--- src/rtl/relm_divider_seq.sv ---
// Sequential radix-4 restoring divider. It produces 2 quotient bits per cycle and supports
// signed/unsigned modes, divide-by-zero flagging and a start/busy/valid handshake.
module relm_divider_seq #(
    parameter int unsigned WD = 32,
    localparam int unsigned ITER = WD / 2
) (
    input  logic          clk,
    input  logic          rst,
    input  logic          start_in,
    input  logic          signed_in,
    input  logic [WD-1:0] n_in,
    input  logic [WD-1:0] d_in,
    output logic          busy_out,
    output logic          valid_out,
    output logic [WD-1:0] q_out,
    output logic [WD-1:0] r_out,
    output logic          dz_out
);

    localparam int unsigned CW = $clog2(ITER);
    localparam int unsigned RW = WD + 2;
    localparam int unsigned TW = WD + 4;
    localparam logic [CW-1:0] CntInit = CW'(ITER - 1);

    typedef enum logic [1:0] {StIdle, StIter, StFix} state_t;

    state_t        state_q, state_d;
    logic [WD-1:0] nsh_q, nsh_d;
    logic [RW-1:0] rem_q, rem_d;
    logic [RW-1:0] d1_q, d1_d, d2_q, d2_d, d3_q, d3_d;
    logic [WD-1:0] quo_q, quo_d;
    logic [CW-1:0] cnt_q, cnt_d;
    logic          negq_q, negq_d, negr_q, negr_d;
    logic [WD-1:0] nraw_q, nraw_d;
    logic          dz_q, dz_d;
    logic          valid_d, dzo_d;
    logic [WD-1:0] qo_d, ro_d;

    logic [WD-1:0] n_abs, d_abs, rem_lo;
    logic [TW-1:0] t_val;
    logic [RW-1:0] sub_val, rem_next;
    logic [1:0]    digit;

    assign n_abs  = (signed_in && n_in[WD-1]) ? -n_in : n_in;
    assign d_abs  = (signed_in && d_in[WD-1]) ? -d_in : d_in;
    assign rem_lo = rem_q[WD-1:0];

    // Digit selection: largest multiple of |d| not exceeding the shifted partial remainder.
    always_comb begin
        t_val = {rem_q, nsh_q[WD-1 -: 2]};
        if (t_val >= TW'(d3_q)) begin
            digit   = 2'd3;
            sub_val = d3_q;
        end else if (t_val >= TW'(d2_q)) begin
            digit   = 2'd2;
            sub_val = d2_q;
        end else if (t_val >= TW'(d1_q)) begin
            digit   = 2'd1;
            sub_val = d1_q;
        end else begin
            digit   = 2'd0;
            sub_val = '0;
        end
        rem_next = RW'(t_val - TW'(sub_val));
    end

    always_comb begin
        state_d = state_q;
        nsh_d   = nsh_q;
        rem_d   = rem_q;
        d1_d    = d1_q;
        d2_d    = d2_q;
        d3_d    = d3_q;
        quo_d   = quo_q;
        cnt_d   = cnt_q;
        negq_d  = negq_q;
        negr_d  = negr_q;
        nraw_d  = nraw_q;
        dz_d    = dz_q;
        valid_d = 1'b0;
        qo_d    = q_out;
        ro_d    = r_out;
        dzo_d   = dz_out;
        case (state_q)
            StIdle: begin
                if (start_in) begin
                    nsh_d   = n_abs;
                    rem_d   = '0;
                    d1_d    = RW'(d_abs);
                    d2_d    = RW'({d_abs, 1'b0});
                    d3_d    = RW'(d_abs) + RW'({d_abs, 1'b0});
                    quo_d   = '0;
                    cnt_d   = CntInit;
                    negq_d  = signed_in & (n_in[WD-1] ^ d_in[WD-1]);
                    negr_d  = signed_in & n_in[WD-1];
                    nraw_d  = n_in;
                    dz_d    = (d_in == '0);
                    state_d = StIter;
                end
            end
            StIter: begin
                nsh_d = nsh_q << 2;
                rem_d = rem_next;
                quo_d = {quo_q[WD-3:0], digit};
                if (cnt_q == '0) begin
                    state_d = StFix;
                end else begin
                    cnt_d = cnt_q - 1'b1;
                end
            end
            StFix: begin
                if (dz_q) begin
                    qo_d = '1;
                    ro_d = nraw_q;
                end else begin
                    qo_d = negq_q ? -quo_q : quo_q;
                    ro_d = negr_q ? -rem_lo : rem_lo;
                end
                dzo_d   = dz_q;
                valid_d = 1'b1;
                state_d = StIdle;
            end
            default: state_d = StIdle;
        endcase
    end

    always_ff @(posedge clk or posedge rst) begin
        if (rst) begin
            state_q   <= StIdle;
            nsh_q     <= '0;
            rem_q     <= '0;
            d1_q      <= '0;
            d2_q      <= '0;
            d3_q      <= '0;
            quo_q     <= '0;
            cnt_q     <= '0;
            negq_q    <= 1'b0;
            negr_q    <= 1'b0;
            nraw_q    <= '0;
            dz_q      <= 1'b0;
            valid_out <= 1'b0;
            q_out     <= '0;
            r_out     <= '0;
            dz_out    <= 1'b0;
        end else begin
            state_q   <= state_d;
            nsh_q     <= nsh_d;
            rem_q     <= rem_d;
            d1_q      <= d1_d;
            d2_q      <= d2_d;
            d3_q      <= d3_d;
            quo_q     <= quo_d;
            cnt_q     <= cnt_d;
            negq_q    <= negq_d;
            negr_q    <= negr_d;
            nraw_q    <= nraw_d;
            dz_q      <= dz_d;
            valid_out <= valid_d;
            q_out     <= qo_d;
            r_out     <= ro_d;
            dz_out    <= dzo_d;
        end
    end

    assign busy_out = (state_q != StIdle);

endmodule

--- config.mk ---
export PLATFORM = sky130hd
export DESIGN_NAME = relm_divider_seq
export DESIGN_NICKNAME = d
export VERILOG_FILES = /design/src/rtl/relm_divider_seq.sv
export SDC_FILE = /design/constraint.sdc
export NUM_CORES = 1
export LEC_CHECK = 0
export BUFFER_PORTS_ARGS = -buffer_cell sky130_fd_sc_hd__buf_2
export CAP_MARGIN = 5
export CORE_ASPECT_RATIO = 0.5
export CORE_MARGIN = 2
export CORE_UTILIZATION = 55
export CTS_BUF_LIST = sky130_fd_sc_hd__clkbuf_16
export DETAILED_ROUTE_END_ITERATION = 10
export GPL_TIMING_DRIVEN = 0
export PLACE_DENSITY = 0.77
export SLEW_MARGIN = 20
export SYNTH_ARGS = -nofsm -noshare
export SYNTH_HDL_FRONTEND = slang
export SYNTH_SLANG_ARGS = --single-unit
--- constraint.sdc ---
create_clock -name clk -period 9.42 [get_ports clk]
set_clock_uncertainty 0.1 [all_clocks]
set_input_delay 1.884 -clock clk [delete_from_list [all_inputs] [get_ports clk]]
set_output_delay 1.884 -clock clk [all_outputs]
set_load 0.02 [all_outputs]
; ---- Word level (Yosys, flattened, before mapping)
; Index checks and enable logic that the tools add are counted.
[classes]
addsub = 7
n_lt_le_gt_ge = 3
n_eq_ne = 5
bitwise_logic = 3
reduce_logical = 11
mux = 25
[op_table]
columns = op, n
row1 = 32-bit two-way mux, 9
row2 = 32-bit negation, 4
row3 = 32-bit one-hot mux with 2 select lines, 2
row4 = 34-bit two-way mux, 2
row5 = 34-bit one-hot mux with 2 select lines, 1
row6 = 36-bit by 32-bit >= comparator with 1-bit output, 1
row7 = 36-bit by 33-bit >= comparator with 1-bit output, 1
row8 = 36-bit by 34-bit >= comparator with 1-bit output, 1
row9 = 32-bit by 33-bit adder with 34-bit output, 1
row10 = 34-bit subtractor, 1
row11 = 33-bit two-way mux, 1
row12 = 32-bit zero test, 1
row13 = 2-bit two-way mux, 4
row14 = 4-bit two-way mux, 2
row15 = 4-bit one-hot mux with 2 select lines, 1
row16 = 2-bit inequality test (second input constant), 3
row17 = 2-bit AND reduction, 3
row18 = 4-bit zero test, 1
row19 = 2-bit one-hot mux with 2 select lines, 1
row20 = 2-bit nonzero test, 2
row21 = 4-bit by 1-bit subtractor with 4-bit output (second input constant), 1
row22 = 3-bit AND reduction, 1
row23 = 1-bit bitwise AND, 2
row24 = 2-bit by 1-bit == test with 1-bit output (second input constant), 1
row25 = other kinds (5), 7
[totals]
input_bits = 68
out_inout_bits = 67
ff_bits = 271
wordCells = 69

; ---- Depth between registers and ports, before layout
[depth]
ltp_word = 6
ltp_mapped = 26
ltp_nobuf = 24

; ---- Least setup slack after synthesis
; OpenSTA, ideal clock, no wires.
[synth_path]
kind = input to register
from = input d_in[11]
to = register d3_q[32]
setup_time_ps = 128
t_required_ps = 9192
path_slack_ps = 3904
arrival_time_ps = 5287
path_stages = 18
n_path_buf = 1
cell_sequence = nor3_1 > nand2_1 > nor4_1 > and3b_1 > a21oi_1 > xor2_1 > ha_1 > clkbuf_1 > a21o_1 > a21o_1 > a21o_1 > a211o_1 > nor3_1 > nor3_1 > o21a_1 > o21ai_0 > mux2i_1 > o21ai_0
[synth_between]
elab_chain_len = 3
[synth_rtl]
columns = element, line
row1 = start: declaration, 12  ; input logic [WD-1:0] d_in,
row2 = 32-bit negation, 45  ; assign d_abs = (signed_in && d_in[WD-1]) ? -d_in : d_in;
row3 = 32-bit two-way mux, 45
row4 = net d_abs[21], 39  ; logic [WD-1:0] n_abs, d_abs, rem_lo;
row5 = 32-bit by 33-bit adder with 34-bit output, 91  ; d3_d = RW'(d_abs) + RW'({d_abs, 1'b0});
row6 = end signal: assignment, 134  ; d3_q <= '0;
row7 = end signal: assignment, 151  ; d3_q <= d3_d;
row8 = end: declaration, 30  ; logic [RW-1:0] d1_q, d1_d, d2_q, d2_d, d3_q, d3_d;
; The timed path passes the listed nets, and every way through them passes these cells.
; A chain may end at the register's enable or synchronous reset.

; ---- Worst setup path in the final report
[layout_path]
from = register nsh_q[30]
to = register rem_q[30]
[layout_between]
elab_chain_len = 6
elab_cells_between_ends = 8
cone_classes = add/sub: 1 / order compare: 3 / mux: 4
[layout_rtl]
columns = element, line
row1 = start: declaration, 28  ; logic [WD-1:0] nsh_q, nsh_d;
row2 = start signal: assignment, 147  ; nsh_q <= nsh_d;
row3 = 36-bit by 32-bit >= comparator with 1-bit output, 57  ; end else if (t_val >= TW'(d1_q)) begin
row4 = 32-bit two-way mux, 57
row5 = 33-bit two-way mux, 54  ; end else if (t_val >= TW'(d2_q)) begin
row6 = 34-bit two-way mux, 51  ; if (t_val >= TW'(d3_q)) begin
row7 = 34-bit subtractor (*), 64  ; rem_next = RW'(t_val - TW'(sub_val));
row8 = 34-bit one-hot mux with 2 select lines (*), 84  ; case (state_q)
row9 = end signal: assignment, 148  ; rem_q <= rem_d;
row10 = end: declaration, 29  ; logic [RW-1:0] rem_q, rem_d;
; Mark *: on every way between the ends. The rest lies on a longest branch, timed or not.

==> results.sh <==
export IMPL_status="finished, final reports clean"
export IMPL_ioPinCount=135
export IMPL_clkLatencyLatePin_ns=0.57
export IMPL_rows=47
export IMPL_overflow=0
export IMPL_async_flop_share_pct=100.0
export IMPL_p_leak_uw=0.009777
export IMPL_io_buffers=134
export IMPL_die_w_um=265.1
export IMPL_crit_type="reg -> reg"
export IMPL_coreArea_sq_mm=0.03328
export IMPL_dp_cells=2808
export IMPL_post_cts_buffers=0
export IMPL_worst_pin_slew_ns=1.077
export IMPL_maxCapViolCount=0
export IMPL_synth_cell_area_sq_mm=0.01875
export IMPL_route_antenna_remaining_nets=0
export IMPL_cts_root_buf="clkbuf_16"
export IMPL_critical_path_arrival_ns=7.82
export IMPL_cp_required_ns=9.77
export IMPL_drc=0
export IMPL_postSynthCellCount=2224
export IMPL_period_minus_slack_ns=7.468
export IMPL_grt_max_degree=37
export IMPL_synth_main_ff_cell="dfrtp_1"
export IMPL_first_pass_iters=6
export IMPL_vias=16960
export IMPL_synthTopCellsByArea="dfrtp_1 (36%), ha_1 (11%), nand2_1 (7.3%), o21ai_0 (7.1%), xor2_1 (5.4%)"
export IMPL_ys_ff_latch=270
export IMPL_clock_sinks=270
export IMPL_ctsLongestPathBuffers=3
export IMPL_htree_levels=1
export IMPL_antenna_found_initial=3
export IMPL_synth_edf_count=0
export IMPL_fin_crit_sh_pct=79.27
export IMPL_instances_no_fill=2860
export IMPL_nets=2634
export IMPL_path_max_fanout=10
export IMPL_reg2reg_depth=25
export IMPL_wire_per_inst_um=19.01
export IMPL_viasPerCell=5.928
export IMPL_hpwl_um=42270
export IMPL_cts_tree="done"
export IMPL_syn_avg_cell_area_sq_um=8.430
export IMPL_globalplace_congestion=0.9476
export IMPL_dp_slack_ns=2.154
export IMPL_power_density_mw_per_mm2=377.7
export IMPL_maxSlewHeadroom_pct=28.23
export IMPL_cp_end_kind="flop"
export IMPL_postCtsResizedCells=0
export IMPL_hold_depth=2
export IMPL_synthDistinctLibCells=65
export IMPL_rsz0062_at_grt="false"
export IMPL_first_global_vias=15880
export IMPL_grt_pass1_wl_um=84820
export IMPL_syn_num_nets=2462
export IMPL_cts_buffers=27
export IMPL_drive_above_1_share_pct=8.688
export IMPL_yosysWarnings=0
export IMPL_area_growth_synth_to_final_pct=12.44
export IMPL_timing_fmax_mhz=133.9
export IMPL_die_area_sq_mm=0.03567
export IMPL_yosysTopAreaCell="dfrtp_1"
export IMPL_drt_iter0_drc=1599
export IMPL_fin_ws_ns=1.952
export IMPL_peakVddDrop_mv=0.1817
export IMPL_hold_violations=0
export IMPL_setup_viol=0
export IMPL_start_util_pct=56.33
export IMPL_tns_ns=0
export IMPL_path_clk_slew_ns=0.07
export IMPL_fp_dieH_um=134.6
export IMPL_maxSlewViolCount=0
export IMPL_start_kind="flop"
export IMPL_wl_um=54380
export IMPL_utilization_pct=63.34
export IMPL_holdWs_ns=0.3735
export IMPL_cts_hold_buf=0
export IMPL_grt_usage_pct=30.02
export IMPL_min_path_type="reg -> reg"
export IMPL_yosysTopAreaCellShare_pct=36.04
export IMPL_synth_seq_area_share_pct=36.04
## logic make-up after synthesis
group,count (synthesis),share of synthesized area [%]
DFF,270,36.04
buffers and inverters,208,4.164
xor gates and xnor gates,173,8.081
adders and majority gates,170,11.42
and+or+nand+nor,692,16.67
AOI/OAI and AO/OA,666,21.20
muxes,45,2.422
## power breakdown
group	leakage [uW]	internal, uW	switching, uW
clock network	0.000462	636	483
logic	0.00609	1870	2710
registers	0.00322	1670	589
total	0.00978	4180	3780
## flip-flops by register name, indices dropped and copies added, names as in the netlist, 2 cells and up
name,cells
q_out,32
rem_q,34
cnt_q,4
nraw_q,32
d3_q,34
r_out,32
quo_q,32
nsh_q,32
state_q,2
d1_q,31
## cell usage in the layout (no fill, tap or decap), types with 23 or more instances in the layout
cell and count:
a21o_1 44, a21oi_1 162, a22oi_1 32, buf_2 134
clkbuf_1 90, clkbuf_16 27, dfrtp_1 270, ha_1 168
inv_1 108, mux2i_1 42, nand2_1 363, nand2b_1 23
nand3_1 34, nand4_1 26, nor2_1 118, nor3_1 27
o21ai_0 267, o31ai_1 59, xnor2_1 58, xor2_1 115
## per-layer routing
| layer | vias to the layer above | GRT usage [%] | wire [um] |
|---|---|---|---|
| li1 | 8233 | - | - |
| met1 | 8060 | 41.89 | 24460 |
| met2 | 562 | 48.09 | 23990 |
| met3 | 100 | 5.142 | 4233 |
| met4 | 0 | 9.353 | 1688 |
| met5 | - | 0 | 0 |
## layout make-up
type	instances	area (sq um)
fill	2894	12200
multi-input combinational	1746	11210
sequential	270	6756
timing repair buffer	143	865.8
clock buffer	27	675.6
tap	441	551.8
inverter	105	397.9
buffer	103	386.6
clock inverter	23	227.7
antenna	2	5.005
## critical path: stages (launching register included)
cell and delay (ns):
dfrtp_1 0.44, inv_1 0.16, ha_1 0.33, nand2b_1 0.15, a21o_1 0.18, a21o_1 0.16
a21oi_1 0.16, o21ai_0 0.13, a221oi_1 0.32, o21ai_0 0.22, a21oi_1 0.74, clkbuf_1 0.62
nor2_1 0.11, o21a_1 0.20, ha_1 0.20, fa_1 0.41, nor2b_1 0.18, o31a_1 0.21
o21ai_0 0.19, o41ai_1 0.78, a31oi_1 0.34, o211ai_1 0.40, a31o_2 0.21, a21oi_1 0.07
xnor2_1 0.14, a22o_1 0.18
## path summary, 6_finish.rpt
check | slack, ns | to | startpoint
min in group asynchronous | 1.24 | quo_q[16]$_DFFE_PP0P_ | rst
max reg2reg | 1.95 | rem_q[30]$_DFFE_PP0P_ | nsh_q[30]$_DFFE_PP0P_
max | 1.95 | rem_q[30]$_DFFE_PP0P_ | nsh_q[30]$_DFFE_PP0P_
min | 0.37 | q_out[0]$_DFFE_PP0P_ | q_out[0]$_DFFE_PP0P_
max in group asynchronous | 6.99 | d3_q[29]$_DFFE_PP0P_ | rst
min reg2reg | 0.37 | q_out[0]$_DFFE_PP0P_ | q_out[0]$_DFFE_PP0P_
## Yosys cell counts, types with 15 or more instances
library cell / n
a22oi_1: 32
a21oi_1: 162
nor4_1: 18
a31oi_1: 15
nand2_1: 363
dfrtp_1: 270
or3_1: 15
nor2b_1: 17
xor2_1: 115
inv_1: 104
nand3_1: 34
o21ai_0: 267
ha_1: 168
xnor2_1: 58
o31ai_1: 59
nand2b_1: 23
nor2_1: 119
clkbuf_1: 90
nand4_1: 26
a21o_1: 44
nor3_1: 27
mux2i_1: 42
## stage by stage
| step | cell area [sq um] | total power, uW |
|---|---|---|
| 2_1_floorplan | 18750 | 5493 |
| 3_3_place_gp | 19980 | 6583 |
| 3_5_place_dp | 20170 | 6734 |
| 4_1_cts | 21080 | 7882 |
| 5_1_grt | 21080 | 8628 |
| 6_report | 21080 | 7962 |
Note: power is estimated with default switching activity, not from simulation.
